## config.mk

```make
export PLATFORM = sky130hd
export DESIGN_NAME = timestamp_capture
export DESIGN_NICKNAME = d
export VERILOG_FILES = /design/src/rtl/timestamp_capture.sv
export SDC_FILE = /design/constraint.sdc
export NUM_CORES = 1
export LEC_CHECK = 0
export BUFFER_PORTS_ARGS = -buffer_cell sky130_fd_sc_hd__buf_2
export CAP_MARGIN = 40
export CORE_ASPECT_RATIO = 1.2
export CORE_UTILIZATION = 35
export DETAILED_ROUTE_END_ITERATION = 6
export PLACE_DENSITY = 0.57
export SLEW_MARGIN = 30
export SYNTH_ARGS = -nofsm -noshare
export SYNTH_HDL_FRONTEND = slang
export SYNTH_SLANG_ARGS = --single-unit
```

## constraint.sdc

```tcl
create_clock -name CLK -period 2.3 [get_ports CLK]
set_input_delay 0 -clock CLK [delete_from_list [all_inputs] [get_ports CLK]]
set_output_delay 0 -clock CLK [all_outputs]
set_load 0.03 [all_outputs]
```

## src/rtl/timestamp_capture.sv

```systemverilog
// Prescaled free-running mission timestamp with N_CH independent rising-edge capture channels.
// Each channel latches the current TIMESTAMP on a request edge and holds it until acknowledged.
module timestamp_capture #(
    parameter int unsigned TS_WIDTH  = 24,
    parameter int unsigned PRESCALE  = 1,
    parameter int unsigned N_CH      = 4,
    parameter int unsigned WRAP_MODE = 1,
    parameter int unsigned OVERWRITE = 0
) (
    input  logic                     CLK,
    input  logic                     RESET,
    input  logic                     EN,
    input  logic                     LOAD,
    input  logic [TS_WIDTH-1:0]      LOAD_VAL,
    input  logic [N_CH-1:0]          CAP_REQ,
    input  logic [N_CH-1:0]          CAP_ACK,
    output logic [TS_WIDTH-1:0]      TIMESTAMP,
    output logic                     TICK,
    output logic                     ROLLOVER,
    output logic [N_CH-1:0]          CAP_VALID,
    output logic [N_CH-1:0]          CAP_OVF,
    output logic [N_CH*TS_WIDTH-1:0] CAP_DATA
);

    localparam int unsigned PRE_W = (PRESCALE > 1) ? $clog2(PRESCALE) : 1;
    localparam logic [PRE_W-1:0]    PRE_LAST = PRE_W'(PRESCALE - 1);
    localparam logic [TS_WIDTH-1:0] TS_MAX   = '1;
    localparam bit                  WRAP     = (WRAP_MODE != 0);
    localparam bit                  OVW      = (OVERWRITE != 0);

    logic [PRE_W-1:0] pre_cnt;
    logic [N_CH-1:0]  req_q;
    logic [N_CH-1:0]  req_edge_c;
    logic             pre_last_c;
    logic             ts_max_c;

    assign pre_last_c = (pre_cnt == PRE_LAST);
    assign ts_max_c   = (TIMESTAMP == TS_MAX);
    assign req_edge_c = CAP_REQ & ~req_q;

    // Time base: LOAD beats the prescaled increment; TICK/ROLLOVER align with the new value.
    always_ff @(posedge CLK) begin
        if (RESET) begin
            pre_cnt   <= '0;
            TIMESTAMP <= '0;
            TICK      <= 1'b0;
            ROLLOVER  <= 1'b0;
        end else if (LOAD) begin
            pre_cnt   <= '0;
            TIMESTAMP <= LOAD_VAL;
            TICK      <= 1'b0;
            ROLLOVER  <= 1'b0;
        end else begin
            TICK     <= 1'b0;
            ROLLOVER <= 1'b0;
            if (EN) begin
                if (pre_last_c) begin
                    pre_cnt <= '0;
                    TICK    <= 1'b1;
                    if (!ts_max_c) begin
                        TIMESTAMP <= TIMESTAMP + TS_WIDTH'(1);
                    end else if (WRAP) begin
                        TIMESTAMP <= '0;
                        ROLLOVER  <= 1'b1;
                    end
                end else begin
                    pre_cnt <= pre_cnt + PRE_W'(1);
                end
            end
        end
    end

    // Request history resets high so a request held through reset needs a fresh edge.
    always_ff @(posedge CLK) begin
        if (RESET) begin
            req_q <= '1;
        end else begin
            req_q <= CAP_REQ;
        end
    end

    // Capture channels sample the pre-increment, pre-load TIMESTAMP of the edge cycle.
    always_ff @(posedge CLK) begin
        if (RESET) begin
            CAP_VALID <= '0;
            CAP_OVF   <= '0;
            CAP_DATA  <= '0;
        end else begin
            for (int i = 0; i < int'(N_CH); i++) begin
                if (req_edge_c[i]) begin
                    if (!CAP_VALID[i] || CAP_ACK[i]) begin
                        CAP_DATA[i*TS_WIDTH +: TS_WIDTH] <= TIMESTAMP;
                        CAP_VALID[i]                     <= 1'b1;
                        CAP_OVF[i]                       <= 1'b0;
                    end else begin
                        CAP_OVF[i] <= 1'b1;
                        if (OVW) begin
                            CAP_DATA[i*TS_WIDTH +: TS_WIDTH] <= TIMESTAMP;
                        end
                    end
                end else if (CAP_ACK[i]) begin
                    CAP_VALID[i] <= 1'b0;
                    CAP_OVF[i]   <= 1'b0;
                end
            end
        end
    end

endmodule

```

==> run_results.csv <==
group,metric,value,unit
cells_and_area,drive_above_1_share,0.278,
route,first_pass_iters,7,
synth,synth.avg_cell_area,8.03,µm²
timing,skew,0.00982,ns
route,drc,1,
cts,cts_setup_buffers,0,
power,power_switching,1.51,mW
global_route,antenna_found_initial,0,
outcome,status,"finished, violations left",
timing,holdWs,0.0318,ns
critical_path,end_kind,"flip-flop",
synth,synth_cell_types,51,
critical_path,crit_arrival,2.30,ns
floorplan,rows,50,
global_route,grt.total_usage,0.227,
route,vias_per_cell,4.86,
floorplan,die_area,16300,µm²
floorplan,core-area,15500,µm²
global_route,grt_pass1_vias,5086,
synth,synth_cells,690,
critical_path,worstSetupStartpointType,"flip-flop",
floorplan,dieHeight,140,µm
timing,maxSlewHeadroom,0.511,
critical_path,cp_max_fo,6,
placed_design,gp_congestion,0.845,
cts,cts_tree,"yes",
power,swShare,0.253,
cells_and_area,fin_nets,910,
floorplan,io_pins,166,
synth,ys_ff_latch,134,
timing,setup_tns,0,ns
timing,rsz0062_at_grt,"false",
power,internal_power,4.45,mW
timing,finalMaxSlewViolations,0,
global_route,grt_overflow,0,
cts,clock-sinks,134,
synth,ys_seq_area_frac,0.484,
placed_design,dp.cells,1033,
critical_path,required,2.60,ns
synth,ys.warnings.count,0,
power,peakVddDrop,0.398,mV
floorplan,die_w,117,µm
cts,htreeDepth,4,
timing,post-route-period-util,0.868,
global_route,grt_max_degree,63,
critical_path,max_stage_delay,0.51,ns
critical_path,crit_chain,"ha_1 > nand4_4 > or4_4 > o31a_1 > a32o_1",
cells_and_area,final_cells,1094,
timing,finalSetupViolCount,0,
placed_design,dp.final_hpwl,11900,µm
timing,fmax,0.501,GHz
cts,cts-root-buf,"clkbuf_16",
route,vias,5319,
worst_hold_path,hp-class,"in -> reg",
cells_and_area,areaGrowthSynthToFinish,33.7,%
route,routedWlPerCell,16.3,µm
cts,insertion_delay,0.42,ns
power,pwr_density_cell,803,nW/µm²
power,leakage,3.16,nW
power,power_frac_seq,0.411,
placed_design,io_buffer_count,165,
cts,clkTransAtPathRegs,0.06,ns
critical_path,cp_slowest_cell,"or4_4",
route,drt-total-wl,17800,µm
cells_and_area,n_antenna_cell,0,
critical_path,crit_type,"reg -> reg",
synth,syn_nets,727,
global_route,grt_pass1_wl,27800,µm
cts,numCtsBuffers,17,
floorplan,initial_utilization,0.357,
timing,hold_viol,0,
power,power_frac_clock,0.481,
synth,syn_area,5540,µm²
cts,clk_path_buf_depth,2,
power,combPwrFrac,0.109,
route,final_antenna_net_count,0,
timing,fin_crit,2.00,ns
run,max_cap_violations,0,
outcome,violations,"design-rule violations",
timing,tightest_slew,0.733,ns
route,drtIter0Drc,343,
cells by family (layout without fill, tap and decap cells):
kind of cell | count (synthesis) | in the layout | synth area share
compound gates | 147 | 147 | 0.148
fa+ha+maj | 1 | 1 | 0.00226
flops | 134 | 134 | 0.484
buf+inv | 73 | 269 | 0.0792
mux | 8 | 8 | 0.0144
xor+xnor | 12 | 12 | 0.0190
simple gates | 315 | 315 | 0.253
path summary, 6_finish.rpt:
kind,from,end,slack [ns],depth (start not counted)
max,TIMESTAMP[1]$_SDFFE_PP0P_,TIMESTAMP[9]$_SDFFE_PP0P_,0.30,5
min,LOAD_VAL[9],TIMESTAMP[9]$_SDFFE_PP0P_,0.03,4
max reg2reg,TIMESTAMP[1]$_SDFFE_PP0P_,TIMESTAMP[9]$_SDFFE_PP0P_,0.30,5
min reg2reg,CAP_DATA[72]$_SDFFE_PP0P_,CAP_DATA[72]$_SDFFE_PP0P_,0.45,2
cells in the mapped netlist (all sizes together):
cell	instances	share of area
o22ai	3	0.0034
nor2	23	0.016
a32o	1	0.0018
or3	2	0.0032
o311a	1	0.0018
a211oi	5	0.0068
nand2	214	0.14
a21oi	119	0.11
o211ai	2	0.0027
nor4b	1	0.0016
xor2	8	0.013
mux2i	8	0.014
a41o	1	0.0018
a221oi	1	0.0016
o311ai	1	0.0016
o31a	4	0.0063
dfxtp	134	0.48
nand4	10	0.014
a41oi	1	0.0016
or2	6	0.0068
or4	1	0.0020
ha	1	0.0023
o21ai	2	0.0018
clkbuf	46	0.046
nand2b	9	0.010
nor4	2	0.0034
nand3	14	0.015
and3	12	0.014
o31ai	3	0.0041
a311o	1	0.0018
nor3	10	0.0099
a2bb2oi	1	0.0016
inv	8	0.0054
buf	19	0.028
nor2b	5	0.0056
xnor2	4	0.0063
nor3b	1	0.0014
and2	5	0.0056
a221o	1	0.0018
through the flow:
step	utilization	instance area, µm²	power [mW]	worst slack, ns
2_1_floorplan	-	5540	2.90	0.170
3_3_place_gp	0.419	6500	3.10	0.328
3_5_place_dp	0.419	6500	3.11	0.313
4_1_cts	0.478	7410	6.02	0.296
5_1_grt	0.478	7410	6.18	0.163
6_report	0.478	7410	5.95	0.303
area by class of cell:
cell class	instances	area, µm²
timing repair buffer	229	1390
clock buffer	19	443
fill	1588	8100
inverter	8	30.0
sequential	134	2680
clock inverter	13	180
multi-input combinational	483	2420
tap	208	260
worst max-delay path: cells and delay by family, from the launching register on:
family / cells / cell delay, ns
AO/OA/AOI/OAI: 2 / 0.62
adder cells (fa/ha/maj): 1 / 0.25
flip-flops: 1 / 0.33
AND/OR/NAND/NOR: 2 / 0.68
what timing repair did:
action	CTS	global route
endpoints found under the hold margin	33	0
hold buffers	29	0
resized for setup	0	0
power by group through the flow:
stage          Combinational (mW)  Clock, mW  Sequential (mW)
2_1_floorplan               0.295          0             2.61
4_1_cts                     0.652       2.92             2.44
3_5_place_dp                0.610          0             2.50
3_3_place_gp                0.608          0             2.49
5_1_grt                     0.701       3.03             2.45
6_report                    0.648       2.86             2.44
cell usage in the layout, fill, tap and decap left out, types with 2 or more instances in the layout:
cell           count
nand2_1          214
buf_2            164
dfxtp_1          134
a21oi_1          119
buf_4             35
dlygate4sd3_1     29
nor2_1            23
clkbuf_16         17
nand3_1           11
and3_1            11
nand2b_1           9
nand4_1            9
nor3_1             9
inv_1              8
xor2_1             8
mux2i_1            8
or2_2              6
nor2b_1            5
and2_1             5
a211oi_1           5
o31a_1             4
xnor2_1            4
clkinv_2           4
bufinv_16          4
nand3_2            3
o31ai_1            3
o22ai_1            3
clkinvlp_4         3
o21ai_0            2
o211ai_1           2
clkinv_4           2
sequential cells by signal, indices dropped and copies added, names as in the netlist:
register,flops
CAP_OVF,4
CAP_VALID,4
ROLLOVER,1
TIMESTAMP,24
TICK,1
req_q,4
CAP_DATA,96
routing by layer:
| metal | GRT usage | wire length [µm] | up-vias |
|---|---|---|---|
| met4 | 0.0799 | 351 | 0 |
| met3 | 0.0483 | 864 | 18 |
| li1 | - | - | 2662 |
| met2 | 0.383 | 8820 | 158 |
| met5 | 0 | 0 | - |
| met1 | 0.282 | 7750 | 2481 |
Power figures use the tool's default switching activity.
